File: src/rtl/hacd_pkg.sv
// Shared types for the hawk CPU-side lookup path.
//   cpu_reqpkt_t        : lookup request from a CPU stall block
//   hawk_cpu_ovrd_pkt_t : translated page plus the release pulse back to it
//   lkup_req_t          : request issued to the hawk lookup engine
//   hawk_lkup_arb_state_e, GNT_RD/GNT_WR : arbiter FSM and grant encoding
`ifndef HACD_AXI4_ADDR_WIDTH
`define HACD_AXI4_ADDR_WIDTH 32
`endif

package hacd_pkg;

    // 4KB page number width
    localparam int PPA_WIDTH = `HACD_AXI4_ADDR_WIDTH - 12;

    typedef struct packed {
        logic [PPA_WIDTH-1:0] hppa;
        logic                 valid;
        logic                 zeroBlkWr;
    } cpu_reqpkt_t;

    typedef struct packed {
        logic [PPA_WIDTH-1:0] ppa;
        logic                 allow_access;
    } hawk_cpu_ovrd_pkt_t;

    typedef struct packed {
        logic [PPA_WIDTH-1:0] hppa;
        logic                 is_wr;
        logic                 zeroBlkWr;
    } lkup_req_t;

    typedef enum logic [1:0] {
        ST_IDLE,
        ST_REQ,
        ST_WAIT_RSP,
        ST_RELEASE
    } hawk_lkup_arb_state_e;

    // Grant side encoding; also the index into the 2-bit request vector
    localparam logic GNT_RD = 1'b0;
    localparam logic GNT_WR = 1'b1;

endpackage

File: src/rtl/hawk_cpu_lkup_arb_if.sv
// Lookup channel between the CPU lookup arbiter and the hawk engine.
//   lkup_req / lkup_req_valid / lkup_req_ready : request handshake
//   lkup_rsp_valid / lkup_rsp_ppa              : single-cycle response
// master = arbiter side, slave = hawk side.
interface hawk_cpu_lkup_arb_if;
    import hacd_pkg::*;

    lkup_req_t            lkup_req;
    logic                 lkup_req_valid;
    logic                 lkup_req_ready;
    logic                 lkup_rsp_valid;
    logic [PPA_WIDTH-1:0] lkup_rsp_ppa;

    modport master (
        output lkup_req, lkup_req_valid,
        input  lkup_req_ready, lkup_rsp_valid, lkup_rsp_ppa
    );

    modport slave (
        input  lkup_req, lkup_req_valid,
        output lkup_req_ready, lkup_rsp_valid, lkup_rsp_ppa
    );
endinterface

File: src/rtl/hawk_rr_arb2.sv
// Two-requester round-robin arbiter.
//   clk, rst_n : clock, async active-low reset
//   en         : grant enable; last_grant only moves on an enabled grant
//   req[1:0]   : requests indexed by GNT_RD / GNT_WR
//   gnt_vld    : a grant is issued this cycle
//   gnt_side   : granted side (GNT_RD / GNT_WR)
module hawk_rr_arb2
    import hacd_pkg::*;
(
    input  logic       clk,
    input  logic       rst_n,
    input  logic       en,
    input  logic [1:0] req,
    output logic       gnt_vld,
    output logic       gnt_side
);

    logic last_grant;

    always_comb begin
        gnt_vld  = en && (|req);
        gnt_side = GNT_RD;
        if (&req)
            gnt_side = ~last_grant;      // tie: side not served last
        else if (req[GNT_WR])
            gnt_side = GNT_WR;
    end

    // Reset to RD so the first tie goes to WR
    always_ff @(posedge clk or negedge rst_n) begin
        if (!rst_n)
            last_grant <= GNT_RD;
        else if (gnt_vld)
            last_grant <= gnt_side;
    end

endmodule

File: src/rtl/hawk_cpu_lkup_arb.sv
// Arbitrates read-stall and write-stall page lookups onto the single hawk
// lookup channel, one in flight at a time, and returns the translated page
// with a one-cycle allow_access pulse to the requesting side only. A
// watchdog releases the requester with an identity translation if hawk
// never answers.
//   clk, rst_n            : clock, async active-low reset
//   hawk_inactive         : blocks new grants while high
//   rd/wr_cpu_reqpkt      : requests from read/write stall blocks
//   rd/wr_hawk_cpu_ovrd_pkt : ppa + allow_access back to each stall block
//   lkup                  : hawk lookup channel (master)
//   lkup_timeout_err      : sticky watchdog-expiry flag
//   lkup_cnt, timeout_cnt : saturating completed-lookup / expiry counters
module hawk_cpu_lkup_arb
    import hacd_pkg::*;
#(
    parameter int          PPA_WIDTH      = hacd_pkg::PPA_WIDTH,
    parameter int unsigned TIMEOUT_CYCLES = 1024,
    parameter int          CNT_WIDTH      = 32
) (
    input  logic                       clk,
    input  logic                       rst_n,
    input  logic                       hawk_inactive,
    input  cpu_reqpkt_t                rd_cpu_reqpkt,
    input  cpu_reqpkt_t                wr_cpu_reqpkt,
    output hawk_cpu_ovrd_pkt_t         rd_hawk_cpu_ovrd_pkt,
    output hawk_cpu_ovrd_pkt_t         wr_hawk_cpu_ovrd_pkt,
    hawk_cpu_lkup_arb_if.master        lkup,
    output logic                       lkup_timeout_err,
    output logic [CNT_WIDTH-1:0]       lkup_cnt,
    output logic [CNT_WIDTH-1:0]       timeout_cnt
);

    hawk_lkup_arb_state_e state_q, state_d;

    lkup_req_t            req_q;
    logic                 side_q;
    logic                 hold_q;     // first IDLE cycle after RELEASE
    logic [31:0]          wd_q;
    logic [PPA_WIDTH-1:0] rd_ppa_q, wr_ppa_q;

    logic gnt_en, gnt_vld, gnt_side;
    logic rsp_hit, tmo_hit, wd_expired;

    // Read side has no zero-block write semantics
    logic unused_rd_zero;
    assign unused_rd_zero = rd_cpu_reqpkt.zeroBlkWr;

    // Requester valid is not looked at while its previous release is still
    // visible to it (RELEASE and the following IDLE cycle)
    assign gnt_en = (state_q == ST_IDLE) && !hold_q && !hawk_inactive;

    hawk_rr_arb2 u_arb (
        .clk      (clk),
        .rst_n    (rst_n),
        .en       (gnt_en),
        .req      ({wr_cpu_reqpkt.valid, rd_cpu_reqpkt.valid}),
        .gnt_vld  (gnt_vld),
        .gnt_side (gnt_side)
    );

    assign wd_expired = (TIMEOUT_CYCLES != 0) && (wd_q == 32'(TIMEOUT_CYCLES - 1));

    always_comb begin
        state_d = state_q;
        rsp_hit = 1'b0;
        tmo_hit = 1'b0;
        case (state_q)
            ST_IDLE:     if (gnt_vld) state_d = ST_REQ;
            ST_REQ:      if (lkup.lkup_req_ready) state_d = ST_WAIT_RSP;
            ST_WAIT_RSP: begin
                // A response on the expiry cycle counts as a normal response
                rsp_hit = lkup.lkup_rsp_valid;
                tmo_hit = wd_expired && !lkup.lkup_rsp_valid;
                if (rsp_hit || tmo_hit) state_d = ST_RELEASE;
            end
            ST_RELEASE:  state_d = ST_IDLE;
            default:     state_d = ST_IDLE;
        endcase
    end

    always_ff @(posedge clk or negedge rst_n) begin
        if (!rst_n)
            state_q <= ST_IDLE;
        else
            state_q <= state_d;
    end

    always_ff @(posedge clk or negedge rst_n) begin
        if (!rst_n) begin
            req_q            <= '0;
            side_q           <= GNT_RD;
            hold_q           <= 1'b0;
            wd_q             <= '0;
            rd_ppa_q         <= '0;
            wr_ppa_q         <= '0;
            lkup_timeout_err <= 1'b0;
            lkup_cnt         <= '0;
            timeout_cnt      <= '0;
        end else begin
            hold_q <= (state_q == ST_RELEASE);

            if (gnt_vld) begin
                side_q          <= gnt_side;
                req_q.hppa      <= (gnt_side == GNT_WR) ? wr_cpu_reqpkt.hppa : rd_cpu_reqpkt.hppa;
                req_q.is_wr     <= (gnt_side == GNT_WR);
                req_q.zeroBlkWr <= (gnt_side == GNT_WR) && wr_cpu_reqpkt.zeroBlkWr;
            end

            // Held at zero until the handshake, then counts WAIT_RSP cycles
            if (state_q == ST_REQ)
                wd_q <= '0;
            else if (state_q == ST_WAIT_RSP)
                wd_q <= wd_q + 32'd1;

            if (rsp_hit) begin
                if (side_q == GNT_WR) wr_ppa_q <= lkup.lkup_rsp_ppa;
                else                  rd_ppa_q <= lkup.lkup_rsp_ppa;
                if (!(&lkup_cnt)) lkup_cnt <= lkup_cnt + 1'b1;
            end

            // Forced release falls back to an identity translation
            if (tmo_hit) begin
                if (side_q == GNT_WR) wr_ppa_q <= req_q.hppa;
                else                  rd_ppa_q <= req_q.hppa;
                lkup_timeout_err <= 1'b1;
                if (!(&timeout_cnt)) timeout_cnt <= timeout_cnt + 1'b1;
            end
        end
    end

    assign lkup.lkup_req       = req_q;
    assign lkup.lkup_req_valid = (state_q == ST_REQ);

    assign rd_hawk_cpu_ovrd_pkt = '{ppa: rd_ppa_q,
                                    allow_access: (state_q == ST_RELEASE) && (side_q == GNT_RD)};
    assign wr_hawk_cpu_ovrd_pkt = '{ppa: wr_ppa_q,
                                    allow_access: (state_q == ST_RELEASE) && (side_q == GNT_WR)};

endmodule

File: src/flat_wrapper.sv
// flat-port wrapper written by rule: the top's interface ports become plain ports
module hawk_cpu_lkup_arb_flat import hacd_pkg::*;
#(
    parameter int          PPA_WIDTH      = hacd_pkg::PPA_WIDTH,
    parameter int unsigned TIMEOUT_CYCLES = 1024,
    parameter int          CNT_WIDTH      = 32
)
  (clk, rst_n, hawk_inactive, rd_cpu_reqpkt, wr_cpu_reqpkt, rd_hawk_cpu_ovrd_pkt, wr_hawk_cpu_ovrd_pkt, lkup_timeout_err, lkup_cnt, timeout_cnt, lkup_lkup_req, lkup_lkup_req_valid, lkup_lkup_req_ready, lkup_lkup_rsp_valid, lkup_lkup_rsp_ppa);
  hawk_cpu_lkup_arb_if lkup_i ();
  input  logic clk;
  input  logic rst_n;
  input  logic hawk_inactive;
  input  cpu_reqpkt_t rd_cpu_reqpkt;
  input  cpu_reqpkt_t wr_cpu_reqpkt;
  output hawk_cpu_ovrd_pkt_t rd_hawk_cpu_ovrd_pkt;
  output hawk_cpu_ovrd_pkt_t wr_hawk_cpu_ovrd_pkt;
  output logic lkup_timeout_err;
  output logic [CNT_WIDTH-1:0] lkup_cnt;
  output logic [CNT_WIDTH-1:0] timeout_cnt;
  output wire logic [$bits(lkup_i.lkup_req)-1:0] lkup_lkup_req;
  output wire logic [$bits(lkup_i.lkup_req_valid)-1:0] lkup_lkup_req_valid;
  input wire logic [$bits(lkup_i.lkup_req_ready)-1:0] lkup_lkup_req_ready;
  input wire logic [$bits(lkup_i.lkup_rsp_valid)-1:0] lkup_lkup_rsp_valid;
  input wire logic [$bits(lkup_i.lkup_rsp_ppa)-1:0] lkup_lkup_rsp_ppa;
  assign lkup_lkup_req = lkup_i.lkup_req;
  assign lkup_lkup_req_valid = lkup_i.lkup_req_valid;
  assign lkup_i.lkup_req_ready = lkup_lkup_req_ready;
  assign lkup_i.lkup_rsp_valid = lkup_lkup_rsp_valid;
  assign lkup_i.lkup_rsp_ppa = lkup_lkup_rsp_ppa;
  hawk_cpu_lkup_arb #(.PPA_WIDTH(PPA_WIDTH), .TIMEOUT_CYCLES(TIMEOUT_CYCLES), .CNT_WIDTH(CNT_WIDTH)) u_core (.clk(clk), .rst_n(rst_n), .hawk_inactive(hawk_inactive), .rd_cpu_reqpkt(rd_cpu_reqpkt), .wr_cpu_reqpkt(wr_cpu_reqpkt), .rd_hawk_cpu_ovrd_pkt(rd_hawk_cpu_ovrd_pkt), .wr_hawk_cpu_ovrd_pkt(wr_hawk_cpu_ovrd_pkt), .lkup(lkup_i), .lkup_timeout_err(lkup_timeout_err), .lkup_cnt(lkup_cnt), .timeout_cnt(timeout_cnt));
endmodule
File: config.mk
export PLATFORM = sky130hd
export DESIGN_NAME = hawk_cpu_lkup_arb_flat
export DESIGN_NICKNAME = d
export VERILOG_FILES = /design/src/rtl/hacd_pkg.sv /design/src/rtl/hawk_cpu_lkup_arb_if.sv /design/src/rtl/hawk_rr_arb2.sv /design/src/rtl/hawk_cpu_lkup_arb.sv /design/src/flat_wrapper.sv
export SDC_FILE = /design/constraint.sdc
export NUM_CORES = 1
export LEC_CHECK = 0
export BUFFER_PORTS_ARGS = -buffer_cell sky130_fd_sc_hd__buf_2
export CAP_MARGIN = 0
export CORE_AREA = 2 2 163 117
export DETAILED_ROUTE_END_ITERATION = 16
export DIE_AREA = 0 0 165 119
export PLACE_DENSITY = 0.68
export RECOVER_POWER = 25
export SYNTH_ARGS = -nofsm -noshare
export SYNTH_HDL_FRONTEND = slang
export SYNTH_SLANG_ARGS = --single-unit
File: constraint.sdc
create_clock -name clk -period 5.87 [get_ports clk]
set_clock_uncertainty 0.05 [all_clocks]
set_input_delay 0.8805 -clock clk [delete_from_list [all_inputs] [get_ports clk]]
set_output_delay 0.8805 -clock clk [all_outputs]
set_load 0.02 [all_outputs]
## Yosys cells after proc, flatten, opt, wreduce, memory -nomap -nowiden

Cells that the tools add are included.

- Add/subtract/negate cells: 3
- Eq/ne operators: 7
- Multiplexer cells: 19
- Bitwise gates (word level): 3
- Reductions and logical operators: 20

Operator list:

| operator | number |
|---|---|
| $mux 20 | 9 |
| $add 32x1->32 const B | 3 |
| $mux 32 | 2 |
| $reduce_and 32->1 | 2 |
| $eq 32x10->1 const B | 1 |
| $pmux 2 s4 | 1 |
| $logic_and 1x1->1 | 7 |
| $mux 2 | 3 |
| $ne 2x1->1 const B | 3 |
| $reduce_and 2->1 | 3 |
| $eq 2x2->1 const B | 2 |
| $mux 1 | 4 |
| $logic_not 1->1 | 3 |
| $not 1->1 | 3 |
| $reduce_and 3->1 | 1 |
| $eq 2x1->1 const B | 1 |
| $logic_not 2->1 | 1 |
| $reduce_bool 2->1 | 1 |
| $reduce_or 2->1 | 1 |
| $logic_or 1x1->1 | 1 |

- Bits in registers: 162
- Input port bits: 69
- Logic and storage cells: 63

## Depth between registers and ports, before layout

Gate-level depths: netlist of run 1.

- Depth after elaboration: 6
- Gate-level depth with buffers: 8

## By module

A second synthesis of run 1 with hierarchy kept.

- Cells, all modules: 783
- Area total of the unflattened synthesis: 7956.4 um2

Modules (own cells, without submodules):

| module | instances | cells each | area an instance (um2) |
|---|---|---|---|
| hawk_cpu_lkup_arb | 1 | 778 | 7905.1 |
| hawk_rr_arb2 | 1 | 5 | 51.3 |

## Least setup slack after synthesis of run 1

Ideal clock, no wire load.

- Path type: input port to flip-flop
- From: input port lkup_lkup_rsp_valid
- To: register u_core.rd_ppa_q[0]
- Setup time: 137 ps
- Arrival time: 2053 ps
- Data required time: 5683 ps
- Path slack: 3630 ps
- Stages on the path: 6
- Buffers on the path: 2
- Path through: nand2b_1 -> or4_1 -> clkbuf_1 -> clkbuf_1 -> nor2_1 -> a21oi_1

- Longest elaborated chain between the ends: 4

Ends and longest elaborated chain:

| item | line | RTL |
|---|---|---|
| start, declared | flat_wrapper.sv:23 | `input wire logic [$bits(lkup_i.lkup_rsp_valid)-1:0] lkup_lkup_rsp_valid;` |
| $mux 1 / $logic_not 1->1 (equally long branches) | hawk_cpu_lkup_arb.sv:67, hawk_cpu_lkup_arb.sv:73 |  |
| $mux 20 / $logic_and 1x1->1 (equally long branches) | hawk_cpu_lkup_arb.sv:115, hawk_cpu_lkup_arb.sv:73 |  |
| $mux 20 / $mux 1 (equally long branches) | hawk_cpu_lkup_arb.sv:123, hawk_cpu_lkup_arb.sv:67 |  |
| $mux 20 * | hawk_cpu_lkup_arb.sv:122 | `if (tmo_hit) begin` |
| end signal, assigned | hawk_cpu_lkup_arb.sv:117 | `else rd_ppa_q <= lkup.lkup_rsp_ppa;` |
| end signal, assigned | hawk_cpu_lkup_arb.sv:124 | `else rd_ppa_q <= req_q.hppa;` |
| end, declared | hawk_cpu_lkup_arb.sv:39 | `logic [PPA_WIDTH-1:0] rd_ppa_q, wr_ppa_q;` |

Mark *: on every way between the ends. The rest lies on a longest branch, timed or not.
A chain may end at the register's enable or synchronous reset.

==> results of run 1 <==
==> power by group <==
| part | leakage [nW] | internal [W] | switching (W) |
|---|---|---|---|
| clock network | 0.286 | 0.000638 | 0.000485 |
| registers | 2.15 | 0.00137 | 0.000203 |
| logic | 2.52 | 0.000438 | 0.000752 |
==> logic make-up after synthesis <==
group / Yosys count / synth area share (%)
xor+xnor: 85 / 9.32
compound gates: 86 / 6.91
fa+ha+maj: 7 / 1.10
mux: 64 / 8.38
buf+inv: 45 / 2.24
flops: 162 / 50.8
simple gates: 316 / 21.3
==> final cells by class <==
type / instances / area (sq um) / share of cell area, %
Clock buffer: 17 / 425 / 4.34
Tap cell: 242 / 303 / 3.09
Inverter: 11 / 41.3 / 0.422
Sequential cell: 162 / 4050 / 41.4
Multi-Input combinational cell: 558 / 3760 / 38.4
Timing Repair Buffer: 204 / 1030 / 10.5
Clock inverter: 14 / 173 / 1.76
==> placed cells by master, fill, tap and decap left out, types with 3 or more instances in the layout <==
cell type    n
nor3b_1      3
inv_1       11
inv_6        4
nand2_1     56
clkinv_4     4
nor3_1       9
nor4_1      17
a21oi_1     23
clkbuf_16   17
dfrtp_1    162
buf_2      190
nand4_1     47
mux2_2      23
nor2_1      71
xnor2_1     49
and2_1       5
and4_1      16
xor2_1      36
a22o_1      23
nand2b_1     3
nand3_1     40
mux2i_1     41
nor2b_1      4
nand4b_1     3
and3_1      26
clkbuf_1     6
ha_1         7
o21ai_0     28
buf_4        7
or2_2        5
==> how the worst min path moves through the flow <==
stage	from	end	slack (ps)
after floorplan	u_core.wd_q[0]	u_core.wd_q[0]	440
after global placement	u_core.lkup_timeout_err	u_core.lkup_timeout_err	400
after detailed placement	u_core.lkup_timeout_err	u_core.lkup_timeout_err	410
after CTS	u_core.lkup_timeout_err	u_core.lkup_timeout_err	430
after global routing	u_core.lkup_timeout_err	u_core.lkup_timeout_err	450
final	u_core.lkup_timeout_err	u_core.lkup_timeout_err	430
==> metal layers <==
metal	vias to the layer above	global-route usage, %	routed length, um
met3	26	5.99	1450
met5	-	0	0
met2	222	33.5	9290
met4	0	6.03	333
li1	3142	-	-
met1	3181	29.8	9540
==> metrics by stage <==
step | utilization (%) | instances | instance area [sq um] | total power (W)
2_1_floorplan | - | 765 | 7990 | 0.00233
3_3_place_gp | 50.2 | 1177 | 9210 | 0.00275
3_5_place_dp | 50.2 | 1177 | 9210 | 0.00279
4_1_cts | 53.5 | 1208 | 9810 | 0.00391
5_1_grt | 53.4 | 1208 | 9790 | 0.00411
6_report | 53.4 | 1208 | 9790 | 0.00388
==> flow_summary.yaml, run 1 <==
pwr:
  ir_drop_mv: 0.210
  p_leak_nw: 4.95
  powerDensity_nw_per_um2: 396
clock_network:
  numCtsBuffers: 17
  ctsResizeCount: 0
  tritoncts: "built"
  cts_hold_buffers: 0
  insertion_delay_ps: 430
  clock_path_buffers: 2
  cts_sinks: 162
  root_buffer: "clkbuf_16"
  postCtsSetupBuffers: 0
  path_clk_slew_ps: 70
  h-tree-depth: 4
floorplan:
  io_pins: 199
  die_h_um: 119
  core_sq_um: 18300
  rows: 42
  die_w_um: 165
  dieArea_sq_um: 19600
  start_util_pct: 43.5
status:
  status: "finished with violations"
  violations: "max-capacitance violations, max-slew violations"
yosys:
  synth.distinct_cells: 45
  syn_area_sq_um: 7990
  yosysSeqAreaShare_pct: 50.8
  yosysMostFrequentCell: "dfrtp_1"
  ys.flop_type: "dfrtp_1"
  ys_async_sr_fraction_pct: 100
  synth-seq-cells: 162
  syn_area_per_cell_sq_um: 10.4
  yosys.area.top_type: "dfrtp_1"
  syn_inst: 765
  synthTopCellsByArea: "dfrtp_1 51%, xnor2_1 5.4%, mux2i_1 5.1%, xor2_1 3.9%, nand4_1 3.7%"
  synth_edf_count: 0
  yosysWarningCount: 0
  synth_common_cells: "162 x dfrtp_1, 71 x nor2_1, 56 x nand2_1"
  synth_top_area_share_pct: 50.8
  synth_fp_nets: 841
grt:
  grt_pass1_vias: 6379
  grt_start_max_net_pins: 101
  overflow: 0
  grt_pass1_wl_um: 33300
  track_usage_pct: 21.6
  antenna_found_initial: 0
sta:
  finalSetupViolCount: 0
  grt_setup_unrepaired: "false"
  timing.hold.ws_ps: 430
  slew_headroom_pct: -69.2
  finalHoldViolations: 0
  fmax_mhz: 311
  worst_pin_slew_ps: 2540
  tns_ps: 0
  slew_violations: 101
  finalCritPeriodShare_pct: 54.7
  fin_crit_ps: 3210
  fin_ws_ps: 2660
setup_path:
  cp_top_family: "buffers and inverters"
  cp_cell_sequence: "clkbuf_2, buf_4"
  rr_worst_depth: 5
  worstSetupPathType: "in2async"
  end_kind: "asynchronous set/reset pin"
  startpoint: "rst_n"
  regToRegStartpoint: "u_core.timeout_cnt[18]"
  crit_cells: 2
  r2r-end: "u_core.timeout_cnt[1]"
  cp_max_fo: 100
  cp_slowest_stage_delay_ps: 1700
  worstSetupStartpointType: "input port"
  critPathSlowestCell: "clkbuf_2"
  crit_buf_inv: 2
  required_ps: 6280
  cp_data_arrival_time_ps: 3620
  cp-endpoint: "u_core.lkup.lkup_req[7]"
  reg2reg_slack_ps: 2960
routing:
  drcViolationCount: 0
  drt-total-wl_um: 20600
  vias: 6571
  dr.pass1.iters: 5
  ant_nets: 0
  drtIter0Drc: 539
  wl_per_cell_um: 17.1
  vias_per_cell: 5.44
finish:
  drive_gt1_share_pct: 27.3
  n_fill_cell: 1705
  syn_to_final_growth_pct: 22.6
  nets: 1030
  antenna_cells: 0
placement:
  hpwl_um: 14300
  gp_congestion: 0.840
  io_buffer_count: 197
  preCtsSetupSlack_ps: 2790
run:
  max-cap-violations: 1
worst_hold_path:
  hold_depth: 1
  hp-class: "reg2reg"
Note: power is estimated with default switching activity, not from simulation.
==> run 2, diff against run 1 <==
clock period = 2.98 ns   (was 5.87 ns; I/O delays follow)
==> run 2 against run 1 <==
  * The flow now finishes without violations
  * Global-route usage fell by 0.17 points
  * First-iteration DRC count fell by 5.9%
  * Total power rose by 98%
  * Non-clock buffer count rose by 12
  * Critical path type is now reg2reg
==> flow_summary.yaml, run 2 (synthesized netlist as in run 1, its figures left out) <==
finish:
  n_fill_cell: 1651
  nets: 1042
  syn_to_final_growth_pct: 23.8
  drive_gt1_share_pct: 28.5
  final_area_sq_um: 9890
  final_common_cell: "buf_2"
  layout.cells.most_common_list: "196 x buf_2, 162 x dfrtp_1, 71 x nor2_1, 56 x nand2_1, 49 x xnor2_1"
sta:
  worst_pin_slew_ps: 1290
  grt_setup_unrepaired: "false"
  finalSetupViolCount: 0
  slew_violations: 0
  finalHoldViolations: 0
  tns_ps: 0
  fin_crit_ps: 2460
  slew_headroom_pct: 13.8
  fmax_mhz: 406
  finalCritPeriodShare_pct: 82.7
grt:
  antenna_found_initial: 1
  track_usage_pct: 21.5
  grt_pass1_wl_um: 33100
  grt_start_max_net_pins: 50
  grt_pass1_vias: 6146
  overflow: 0
routing:
  dr.pass1.iters: 5
  vias_per_cell: 5.37
  vias: 6561
  drcViolationCount: 0
  ant_nets: 0
  wl_per_cell_um: 16.8
  drt-total-wl_um: 20500
  drtIter0Drc: 507
setup_path:
  cp_data_arrival_time_ps: 2720
  reg2reg_slack_ps: 520
  r2r-end: "u_core.timeout_cnt[30]"
  worstSetupPathType: "reg2reg"
  end_kind: "register"
  cp_max_fo: 27
  regToRegStartpoint: "u_core.wd_q[26]"
  worstSetupStartpointType: "register"
  rr_worst_depth: 6
  required_ps: 3230
status:
  status: "complete, no violations"
run:
  max-cap-violations: 0
worst_hold_path:
  hold_path_end: "u_core.lkup.lkup_req[0]"
  hp-class: "in2reg"
  worstHoldStart: "wr_cpu_reqpkt[0]"
  hold_depth: 3
pwr:
  powerDensity_nw_per_um2: 776
  ir_drop_mv: 0.434
  p_leak_nw: 5.03
floorplan:
  start_util_pct: 43.5
  io_pins: 199
  rows: 42
  die_h_um: 119
  dieArea_sq_um: 19600
  die_w_um: 165
  core_sq_um: 18300
clock_network:
  insertion_delay_ps: 430
  h-tree-depth: 4
  cts_sinks: 162
  clock_path_buffers: 2
  path_clk_slew_ps: 60
  ctsResizeCount: 0
  numCtsBuffers: 17
  tritoncts: "built"
  root_buffer: "clkbuf_16"
placement:
  gp_congestion: 0.838
  dpl_cell_area_sq_um: 9300
  hpwl_um: 14500
  io_buffer_count: 197
run 2: changes by cell type in the layout (fill, tap and decap cells not counted), moves of 2 or more:
| cell | change |
|---|---|
| inv_8 | +3 |
| clkinv_4 | -2 |
| buf_2 | +6 |
| clkbuf_1 | -4 |
| buf_4 | +8 |
run 2: per-layer routing:
| metal | global-route usage [%] | part of all wire [%] |
|---|---|---|
| met1 | 31.5 | 49 |
| met4 | 5.49 | 0.99 |
| met2 | 31.6 | 44 |
| met5 | 0 | 0 |
| met3 | 5.54 | 6.5 |
run 2: power by group:
| group | leakage [nW] | switching [W] | internal [W] | total [W] |
|---|---|---|---|---|
| Clock | 0.288 | 0.000966 | 0.00126 | 0.00223 |
| Sequential | 2.15 | 0.000400 | 0.00269 | 0.00309 |
| Combinational | 2.59 | 0.00147 | 0.000885 | 0.00235 |
| Total | 5.03 | 0.00283 | 0.00483 | 0.00767 |
run 2: layout make-up:
class,count,area [sq um],share of cell area (%)
Sequential cell,162,4050,41.0
Multi-Input combinational cell,558,3760,38.1
Timing Repair Buffer,216,1130,11.4
Clock buffer,17,425,4.30
Tap cell,242,303,3.06
Clock inverter,14,169,1.71
Inverter,11,41.3,0.418
Antenna cell,1,2.50,0.0253
run 2: worst max path at each step:
stage	startpoint	end	slack, ps	depth (start not counted)
6_report	u_core.wd_q[26]	u_core.timeout_cnt[30]	520	6
5_1_grt	u_core.wd_q[26]	u_core.timeout_cnt[30]	380	6
4_1_cts	u_core.wd_q[26]	u_core.timeout_cnt[30]	560	6
3_5_place_dp	u_core.wd_q[26]	u_core.timeout_cnt[28]	600	6
3_3_place_gp	u_core.wd_q[22]	u_core.timeout_cnt[28]	630	6
2_1_floorplan	u_core.lkup_cnt[19]	u_core.lkup_cnt[6]	800	5
run 2: stage by stage:
| stage | utilization (%) | worst slack (ps) | instances | power [W] | hold WS [ps] |
|---|---|---|---|---|---|
| after global routing | 53.9 | 376 | 1221 | 0.00812 | 238 |
| after global placement | 50.7 | 625 | 1188 | 0.00545 | 337 |
| final | 53.9 | 515 | 1221 | 0.00767 | 225 |
| after CTS | 54.0 | 561 | 1220 | 0.00774 | 213 |
| after detailed placement | 50.7 | 598 | 1188 | 0.00551 | 339 |
| after floorplan | - | 799 | 765 | 0.00459 | 101 |
run 2: timing repair:
item	CTS	global route
endpoints found under the setup margin	0	0
hold endpoints to repair	38	0
setup buffers	0	0
hold buffers	1	0
run 2: worst max-delay path, cell delays in order (launching register included):
cell and delay [ps]:
dfrtp_1 430, nor4_1 480, nand4_1 300, nor4_4 310
buf_4 400, nand4_1 200, xnor2_1 170
==> run 3, diff against run 2 <==
PLACE_DENSITY = 0.71   (was 0.68)
clock period = 2.1 ns   (was 2.98 ns; I/O delays follow)
==> run 3 against run 2 <==
  * Combinational power increased by 56%
  * Register-to-register slack got worse by 500 ps
  * Critical path type unchanged
  * Total power increased by 45%
  * Via count increased by 5.5%
  * Critical path depth increased by 3
  * Worst hold slack got worse by 140 ps
  * Utilization increased by 4.6 points
  * Wire length increased by 5.7%
==> flow_summary.yaml, run 3 (synthesized netlist as in run 1, its figures left out) <==
status:
  status: "complete, no violations"
finish:
  final_area_sq_um: 10700
  n_fill_cell: 1550
  instances_no_fill: 1300
  layout.cells.most_common_list: "196 x buf_2, 155 x dfrtp_1, 82 x buf_4, 65 x nor2_1, 56 x nand2_1"
  final_common_cell: "buf_2"
  seq_area_sq_um: 4060
  antenna_cells: 0
  syn_to_final_growth_pct: 34.5
  nets: 1122
  multi_input_area_sq_um: 3880
  drive_gt1_share_pct: 36.5
placement:
  hpwl_um: 15500
  gp_congestion: 0.871
  io_buffer_count: 197
  dpl_cell_area_sq_um: 9930
  dpl.cell_count: 1260
setup_path:
  cp_top_family: "simple AND/OR/NAND/NOR gates"
  path_common_cell: "buf_4"
  required_ps: 2360
  critPathSlowestCell: "dfrtp_1"
  cp_slowest_stage_delay_ps: 390
  end_kind: "register"
  worstSetupPathType: "reg2reg"
  crit_cells: 9
  crit_buf_inv: 4
  worstSetupStartpointType: "register"
  cp_max_fo: 13
  cp_cell_sequence: "nor4_2, buf_4, nand4_1, buf_6, nor4_4, buf_4, buf_12, nand4b_1, xnor2_1"
  rr_worst_depth: 9
  cp_data_arrival_time_ps: 2340
clock_network:
  cts_sinks: 162
  clock_path_buffers: 2
  h-tree-depth: 4
  insertion_delay_ps: 430
  tritoncts: "built"
  numCtsBuffers: 17
  root_buffer: "clkbuf_16"
  path_clk_slew_ps: 70
floorplan:
  core_sq_um: 18300
  rows: 42
  start_util_pct: 43.5
  die_h_um: 119
  die_w_um: 165
  io_pins: 199
  dieArea_sq_um: 19600
routing:
  drt-total-wl_um: 21700
  drtIter0Drc: 592
  dr.pass1.iters: 5
  drcViolationCount: 0
  vias_per_cell: 5.32
  vias: 6922
  ant_nets: 0
  wl_per_cell_um: 16.7
sta:
  worst_pin_slew_ps: 1170
  tns_ps: 0
  finalHoldViolations: 0
  finalSetupViolCount: 0
  fin_crit_ps: 2090
  slew_headroom_pct: 22.0
  fmax_mhz: 480
  grt_setup_unrepaired: "true"
  slew_violations: 0
  finalCritPeriodShare_pct: 99.3
worst_hold_path:
  hp-class: "in2reg"
  hold_depth: 3
grt:
  grt_pass1_vias: 6441
  grt_pass1_wl_um: 34200
  overflow: 0
  grt_start_max_net_pins: 61
  antenna_found_initial: 0
  track_usage_pct: 22.1
pwr:
  powerDensity_nw_per_um2: 1030
  p_leak_nw: 5.50
  ir_drop_mv: 0.747
run:
  max-cap-violations: 0
run 3: repair_timing:
action / CTS / global route
setup endpoints to repair: 27 / 86
buffers inserted: 1 / 5
hold buffers: 1 / 0
endpoints found under the hold margin: 41 / 0
gates resized for setup: 2 / 33
gates cloned: 1 / 1
pin swaps: 2 / 8
run 3: path summary, 6_finish.rpt:
path	from	end	slack (ps)
setup / recovery	u_core.wd_q[31]	u_core.timeout_cnt[24]	10
hold / removal	wr_cpu_reqpkt[0]	u_core.lkup.lkup_req[0]	90
setup reg to reg	u_core.wd_q[31]	u_core.timeout_cnt[24]	10
hold reg to reg	u_core.lkup_timeout_err	u_core.lkup_timeout_err	420
max in group asynchronous	rst_n	asynchronous set/reset pin	410
min in group asynchronous	rst_n	u_core.lkup.lkup_req[16]	600
run 3: layer usage:
layer,up-vias,track usage [%],part of all wire (%)
met1,3353,32.4,47
met2,227,33.2,45
met5,-,0,0
li1,3323,-,-
met3,19,4.70,6.2
met4,0,6.03,1.2
run 3: power breakdown:
part / switching, W / internal (W) / leakage [nW]
Clock: 0.00135 / 0.00172 / 0.273
Sequential: 0.000535 / 0.00382 / 2.14
Combinational: 0.00222 / 0.00145 / 3.09
run 3: metrics by stage:
stage | util, % | hold slack (ps) | power, W | setup slack [ps]
floorplan | - | -30.6 | 0.00652 | -0.967
global placement | 54.2 | 211 | 0.00795 | -24.2
detailed placement | 54.2 | 209 | 0.00804 | -96.4
CTS | 57.6 | 82.4 | 0.0111 | 3.60
global route | 58.5 | 92.2 | 0.0117 | -102
finish | 58.5 | 88.7 | 0.0111 | 14.8
run 3: cell type report:
| class | count | share of cell area, % |
|---|---|---|
| clock inverters | 12 | 1.14 |
| multi-input cells | 558 | 36.1 |
| flip-flops and latches | 162 | 37.8 |
| clock buffers | 19 | 4.22 |
| well taps | 242 | 2.82 |
| inverters | 11 | 0.385 |
| repair buffers | 296 | 17.5 |
run 3: worst reg2reg max path: stages (launching register included):
cell and delay (ps):
dfrtp_1 390, nor4_2 270, buf_4 160, nand4_1 120, buf_6 170, nor4_4 190, buf_4 180, buf_12 140
nand4b_1 150, xnor2_1 160
